### src/rtl/dsp_mac_pipe.sv
// rtl/dsp_mac_pipe.sv - 3-stage multiply-accumulate pipeline with flow control, chain framing and overflow handling
// S1 registers operands, S2 registers the extended product, S3 is the accumulator that drives out_p.
module dsp_mac_pipe #(
  parameter int A_W      = 25,
  parameter int B_W      = 18,
  parameter int P_W      = 48,
  parameter int SIGNED   = 1,
  parameter int SATURATE = 0
) (
  input  logic           clk,
  input  logic           rst_n,
  input  logic           in_valid,
  output logic           in_ready,
  input  logic [A_W-1:0] in_a,
  input  logic [B_W-1:0] in_b,
  input  logic [P_W-1:0] in_c,
  input  logic [1:0]     in_mode,
  input  logic           in_first,
  input  logic           in_last,
  output logic           out_valid,
  input  logic           out_ready,
  output logic [P_W-1:0] out_p,
  output logic           out_ovf
);

  localparam int M_W = A_W + B_W;

  typedef enum logic [1:0] {
    MODE_MULT = 2'b00,
    MODE_MAC  = 2'b01,
    MODE_MSUB = 2'b10,
    MODE_ADDC = 2'b11
  } mode_t;

  generate
    if (P_W < M_W) begin : g_width_check
      $error("dsp_mac_pipe: P_W must be >= A_W + B_W");
    end
  endgenerate

  logic adv;

  // The whole pipeline, bubbles included, moves in lockstep with the output register.
  assign adv      = !out_valid || out_ready;
  assign in_ready = adv;

  // ---------------- stage 1: operand capture ----------------
  logic           s1_valid;
  logic [A_W-1:0] s1_a;
  logic [B_W-1:0] s1_b;
  logic [P_W-1:0] s1_c;
  mode_t          s1_mode;
  logic           s1_first;
  logic           s1_last;

  always_ff @(posedge clk or negedge rst_n) begin
    if (!rst_n) begin
      s1_valid <= 1'b0;
      s1_a     <= '0;
      s1_b     <= '0;
      s1_c     <= '0;
      s1_mode  <= MODE_MULT;
      s1_first <= 1'b0;
      s1_last  <= 1'b0;
    end else if (adv) begin
      s1_valid <= in_valid;
      if (in_valid) begin
        s1_a     <= in_a;
        s1_b     <= in_b;
        s1_c     <= in_c;
        s1_mode  <= mode_t'(in_mode);
        s1_first <= in_first;
        s1_last  <= in_last;
      end
    end
  end

  // ---------------- stage 2: product ----------------
  logic           a_ext_bit;
  logic           b_ext_bit;
  logic [M_W-1:0] mul_a;
  logic [M_W-1:0] mul_b;
  logic [M_W-1:0] prod_raw;
  logic [P_W-1:0] prod_ext;

  // Operands are pre-extended to the full product width so the low M_W bits are exact either signedness.
  assign a_ext_bit = (SIGNED != 0) ? s1_a[A_W-1] : 1'b0;
  assign b_ext_bit = (SIGNED != 0) ? s1_b[B_W-1] : 1'b0;
  assign mul_a     = {{B_W{a_ext_bit}}, s1_a};
  assign mul_b     = {{A_W{b_ext_bit}}, s1_b};
  assign prod_raw  = mul_a * mul_b;

  generate
    if (P_W > M_W) begin : g_prod_ext
      logic prod_ext_bit;
      assign prod_ext_bit = (SIGNED != 0) ? prod_raw[M_W-1] : 1'b0;
      assign prod_ext     = {{(P_W-M_W){prod_ext_bit}}, prod_raw};
    end else begin : g_prod_same
      assign prod_ext = prod_raw;
    end
  endgenerate

  logic           s2_valid;
  logic [P_W-1:0] s2_prod;
  logic [P_W-1:0] s2_c;
  mode_t          s2_mode;
  logic           s2_first;
  logic           s2_last;

  always_ff @(posedge clk or negedge rst_n) begin
    if (!rst_n) begin
      s2_valid <= 1'b0;
      s2_prod  <= '0;
      s2_c     <= '0;
      s2_mode  <= MODE_MULT;
      s2_first <= 1'b0;
      s2_last  <= 1'b0;
    end else if (adv) begin
      s2_valid <= s1_valid;
      if (s1_valid) begin
        s2_prod  <= prod_ext;
        s2_c     <= s1_c;
        s2_mode  <= s1_mode;
        s2_first <= s1_first;
        s2_last  <= s1_last;
      end
    end
  end

  // ---------------- stage 3: accumulate ----------------
  logic [P_W-1:0] acc;
  logic [P_W-1:0] acc_op;
  logic [P_W-1:0] op_x;
  logic           op_sub;
  logic [P_W:0]   sum_ext;
  logic [P_W-1:0] sum_raw;
  logic           ovf_signed;
  logic           ovf_unsigned;
  logic           beat_ovf;
  logic [P_W-1:0] sat_val;
  logic [P_W-1:0] acc_next;
  logic           chain_start;
  logic           emit;
  logic           ovf_next;

  assign acc_op = s2_first ? '0 : acc;

  always_comb begin
    op_x   = '0;
    op_sub = 1'b0;
    case (s2_mode)
      MODE_MULT: op_x = '0;
      MODE_MAC:  op_x = acc_op;
      MODE_MSUB: begin
        op_x   = acc_op;
        op_sub = 1'b1;
      end
      MODE_ADDC: op_x = s2_c;
      default:   op_x = '0;
    endcase
  end

  // One extra bit captures carry (add) or borrow (sub) for the unsigned overflow case.
  assign sum_ext = op_sub ? ({1'b0, op_x} - {1'b0, s2_prod})
                          : ({1'b0, op_x} + {1'b0, s2_prod});
  assign sum_raw = sum_ext[P_W-1:0];

  assign ovf_signed = op_sub
    ? ((op_x[P_W-1] != s2_prod[P_W-1]) && (sum_raw[P_W-1] != op_x[P_W-1]))
    : ((op_x[P_W-1] == s2_prod[P_W-1]) && (sum_raw[P_W-1] != op_x[P_W-1]));
  assign ovf_unsigned = sum_ext[P_W];
  assign beat_ovf     = (SIGNED != 0) ? ovf_signed : ovf_unsigned;

  // Signed overflow always pushes away from the sign of op_x, so that sign picks the rail.
  always_comb begin
    sat_val = '0;
    if (SIGNED != 0) begin
      if (op_x[P_W-1]) sat_val = {1'b1, {(P_W-1){1'b0}}};
      else             sat_val = {1'b0, {(P_W-1){1'b1}}};
    end else begin
      sat_val = op_sub ? '0 : '1;
    end
  end

  assign acc_next    = ((SATURATE != 0) && beat_ovf) ? sat_val : sum_raw;
  assign chain_start = s2_first || (s2_mode == MODE_MULT) || (s2_mode == MODE_ADDC);
  assign emit        = (s2_mode == MODE_MULT) || (s2_mode == MODE_ADDC) || s2_last;
  assign ovf_next    = beat_ovf || (!chain_start && out_ovf);

  always_ff @(posedge clk or negedge rst_n) begin
    if (!rst_n) begin
      acc       <= '0;
      out_ovf   <= 1'b0;
      out_valid <= 1'b0;
    end else if (adv) begin
      if (s2_valid) begin
        acc       <= acc_next;
        out_ovf   <= ovf_next;
        out_valid <= emit;
      end else begin
        out_valid <= 1'b0;
      end
    end
  end

  assign out_p = acc;

endmodule

### config.mk
export PLATFORM = sky130hd
export DESIGN_NAME = dsp_mac_pipe
export DESIGN_NICKNAME = d
export VERILOG_FILES = /design/src/rtl/dsp_mac_pipe.sv
export SDC_FILE = /design/constraint.sdc
export NUM_CORES = 2
export LEC_CHECK = 0
export CORE_MARGIN = 3
export CORE_UTILIZATION = 60
export CTS_CLUSTER_SIZE = 8
export DETAILED_ROUTE_END_ITERATION = 8
export MAX_ROUTING_LAYER = met4
export PLACE_DENSITY = 0.8
export SYNTH_ARGS = -nofsm -noshare
export SYNTH_HDL_FRONTEND = slang
export SYNTH_SLANG_ARGS = --single-unit
### constraint.sdc
create_clock -name clk -period 8.45 [get_ports clk]
set_clock_uncertainty 0.2 [all_clocks]
set_input_delay 1.69 -clock clk [delete_from_list [all_inputs] [get_ports clk]]
set_output_delay 1.69 -clock clk [all_outputs]
set_load 0.1 [all_outputs]
After elaboration in Yosys (flattened, before gate mapping)

Index checks and enable logic that the tools add are counted.

Register bits: 242
Output and inout port bits: 51

Eq/ne operators: 6
Add/subtract/negate cells: 2
Mux-type cells: 6
$mul: 1
Reductions and logical operators: 16

Operator list:

| kind               | count |
|---|---|
| $pmux 48 s3        | 1 |
| $mux 48            | 2 |
| $add 48x48->48     | 1 |
| $sub 48x48->48     | 1 |
| $mul 25x18->43     | 1 |
| $logic_or 1x1->1   | 6 |
| $reduce_and 2->1   | 3 |
| $eq 2x2->1 const B | 2 |
| $logic_and 1x1->1  | 3 |
| $mux 1             | 3 |
| $eq 2x1->1 const B | 1 |
| $logic_not 1->1    | 2 |
| $logic_not 2->1    | 1 |
| $ne 1x1->1         | 2 |
| $reduce_or 2->1    | 1 |
| $eq 1x1->1         | 1 |

Logic depth before layout (Yosys ltp)

Depth after elaboration: 9
Gate-level depth with buffers: 25

Worst setup path before layout

OpenSTA, ideal clock, no wires.

Path kind: register to register
From: register s1_a[24]
To: register s2_prod[40]
Cell stages (with the launch flop): 25
Setup slack: 1845 ps
Data required time: 8114 ps
Data arrival time: 6269 ps
Buffers on the path: 2
Library setup time: 136 ps
Path through: dfrtp_1 -> clkbuf_1 -> clkbuf_1 -> nand2_1 -> inv_1 -> fa_1 -> inv_1 -> fa_1 -> inv_1 -> fa_1 -> fa_1 -> fa_1 -> inv_1 -> fa_1 -> inv_1 -> ha_1 -> a21o_1 -> a21o_1 -> a21oi_1 -> o21ai_0 -> or4b_2 -> o221ai_1 -> o21ai_0 -> xnor2_1 -> o21ai_0

Cells in the longest elaborated chain, start to end: 1

RTL lines:

| what                   | RTL line | source |
|---|---|---|
| start, declared        | 49       | `logic [A_W-1:0] s1_a;` |
| start signal, assigned | 68       | `s1_a <= in_a;` |
| $mul 25x18->43         | 91       | `assign prod_raw = mul_a * mul_b;` |
| end signal, assigned   | 121      | `s2_prod <= prod_ext;` |
| end, declared          | 104      | `logic [P_W-1:0] s2_prod;` |

Every way passes these cells.
A chain may end at the register's enable or synchronous reset.

Worst setup path in the final report

From: register s1_b[3]
To: register, netlist name s2_prod[42]

Cells in the longest elaborated chain, start to end: 1

RTL lines:

| what                   | RTL line | source |
|---|---|---|
| start, declared        | 50       | `logic [B_W-1:0] s1_b;` |
| start signal, assigned | 69       | `s1_b <= in_b;` |
| $mul 25x18->43         | 91       |  |

Every way passes these cells.

==> results.yml <==
job:
  drv_cap: 0
floorplan:
  die_h_um: 226.4
  num_rows: 80
  initial_core_util_pct: 60.94
  io_pins: 150
  die_area_mm2: 0.05128
  die_width_um: 226.4
  core_mm2: 0.04785
worst_setup_path:
  crit_slowest_cell: "a2111oi_0"
  startpoint_type: "register"
  worstSetupEndpointType: "register"
  crit_family: "adder cells"
  crit_buf_inv: 3
  crit_required_ps: 8720
  critPathKind: "reg2reg"
  r2r_start: "s1_b[3]"
  cp_max_fo: 26
  critPathMaxStageDelay_ps: 1080
  path_common_cell: "fa_1"
  cp.arrival_ps: 8350
  startpoint: "s1_b[3]"
  worstPathCellList: "nand2_1, fa_1, fa_1, fa_1, fa_1, inv_1, fa_1, inv_1, fa_1, inv_1, ha_1, nand4_1, nor4_1, or2_2, o211ai_1, a2111oi_0, o221ai_1, nand2b_1, a2111o_1, nand3_1"
synthesis:
  synth.area.top_cells: "fa_1 30%, dfrtp_1 21%, nand2_1 7.4%, inv_1 6.8%, ha_1 6.8%"
  synthDominantCellAreaShare_pct: 30.35
  synth_flop_cell: "dfrtp_1"
  yosys_warnings: 0
  async_reset_ff_share_pct: 100.0
  synthCells: 3234
  synthesis.nets: 3933
  ys_seq_area_share_pct: 20.77
  yosys.area.top_type: "fa_1"
  synth-edff-count: 0
  ys_seq_elements: 242
  synth.distinct_cells: 76
  avgSynthCellArea_um2: 9.016
  syn_area_mm2: 0.02916
cells_and_area:
  multi_input_area_mm2: 0.02049
  seqCellArea_mm2: 0.006056
  drive_gt1_share_pct: 5.762
  syn_to_final_growth_pct: 9.788
  final_common_cell: "nand2_1"
  num-nets-final: 3973
  post_layout_nonfiller_instances: 3896
  fillers: 3800
  final_cell_mix: "569 x nand2_1, 529 x inv_1, 442 x fa_1, 242 x dfrtp_1, 173 x and2_1"
place:
  placed_cells: 3850
  gp_congestion: 0.9162
  dp_hpwl_mm: 61.13
  io_buffers: 149
routing:
  drt_iter0_markers: 1604
  final_antenna_net_count: 0
  vias_per_cell: 5.801
  firstDrtPassIters: 6
  route.vias.total: 22600
  routed_wl_mm: 77.29
  drc: 0
  wire_per_inst_um: 19.84
grt:
  grt_max_degree: 133
  grt-ovfl-total: 0
  antenna_found_initial: 1
  grt_first_pass_wirelength_mm: 126.0
  grt_pass1_vias: 24460
  grt_use_total_pct: 32.12
sta:
  rsz0062_at_grt: "false"
  fin_crit_sh_pct: 95.59
  tightest_slew_ps: 1218
  setup_viol: 0
  period_needed_ps: 8078
  hold_viol_final: 0
  finalMaxSlewViolations: 0
  clock.fmax_mhz: 123.8
  max_slew_margin_pct: 16.72
  timing.setup.tns_ps: 0
clock_tree:
  post_cts_buffers: 0
  cts_buffers: 37
  clock_path_buffers: 3
  clock_latency_ps: 570
  cts_tree: "built"
  numClockSinks: 242
  holdBufCountCts: 0
  htree_num_levels: 2
  ctsResizeCount: 0
  path_clk_slew_ps: 50
  cts-root-buf: "clkbuf_16"
run_status:
  status: "finished clean"
worst_hold_path:
  min_path_type: "reg2reg"
  min-delay-start: "s1_c[40]"
[final timing paths]
check / endpoint / slack, ps / cells past startpoint
max: s2_prod[42] / 370 / 20
min: s2_c[40] / 260 / 2
max reg2reg: s2_prod[42] / 370 / 20
min reg2reg: s2_c[40] / 260 / 2
max in group asynchronous: s1_a[22] / 5770 / 2
min in group asynchronous: s1_c[25] / 990 / 1
[cell families (layout without fill, tap and decap cells)]
family / Yosys count / count (layout) / synth area share, %
compound gates: 421 / 421 / 9.235
other cells: 0 / 1 / 0
xor+xnor: 112 / 112 / 3.364
simple gates: 1055 / 1055 / 16.53
flops: 242 / 242 / 20.77
mux: 103 / 103 / 3.948
fa+ha+maj: 600 / 600 / 37.13
buf+inv: 701 / 747 / 9.029
[cell type report]
type | instances | share of cell area (%)
well taps | 615 | 2.404
repair buffers | 173 | 5.277
diodes | 1 | 0.007817
clock buffers | 40 | 2.994
flip-flops and latches | 242 | 18.92
clock inverters | 5 | 0.1720
multi-input cells | 2291 | 64.02
inverters | 529 | 6.203
[flip-flops by register name, indices dropped and copies added (netlist names), 2 cells and up]
register	cells
out_p	48
s1_a	25
s1_b	18
s1_c	48
s1_mode	2
s2_c	48
s2_mode	2
s2_prod	43
[metal layers]
metal,part of all wire (%),up-vias,global-route usage [%]
met2,51,772,55.56
met4,4.2,0,12.02
met3,5.7,253,4.829
met5,0,-,-
met1,39,11390,38.25
li1,-,10190,-
[worst reg2reg max path: stages, from the launching register on]
cell,delay (ps)
dfrtp_1,1000
nand2_1,230
fa_1,560
fa_1,580
fa_1,460
fa_1,540
inv_1,50
fa_1,470
inv_1,60
fa_1,480
inv_1,40
ha_1,350
nand4_1,150
nor4_1,280
or2_2,190
o211ai_1,130
a2111oi_0,1080
o221ai_1,380
nand2b_1,270
a2111o_1,420
nand3_1,70
[metrics by stage]
| stage | worst slack, ps | area (um^2) | hold slack (ps) | utilization [%] |
|---|---|---|---|---|
| after floorplan | 1845 | 29160 | 233.1 | - |
| after global placement | 711.7 | 30990 | 248.1 | 64.78 |
| after detailed placement | 565.5 | 30990 | 249.2 | 64.78 |
| after CTS | 511.8 | 32010 | 262.5 | 66.90 |
| after global routing | 15.11 | 32010 | 268.8 | 66.90 |
| final | 372.3 | 32010 | 260.7 | 66.90 |
[cells in the mapped netlist (7+ instances only)]
cell	number
nor2b_1	9
or4_1	7
xnor2_1	84
mux2_2	96
o31ai_1	12
xor2_1	28
a21o_1	40
or3_1	14
ha_1	158
nor2_1	150
a21boi_0	8
nand3_1	26
o21ai_0	119
a31oi_1	9
nand4_1	13
a21oi_1	98
mux2i_1	7
dfrtp_1	242
a22oi_1	51
buf_1	13
nand2b_1	21
inv_1	529
nor4_1	8
a211oi_1	9
nor3_1	27
o21a_1	9
nand2_1	572
and3_1	12
and2_1	174
clkbuf_1	158
o21bai_1	11
fa_1	442
Power is not shown: default switching activity piles up to over one toggle a cycle in this logic, so the estimate is an artifact.
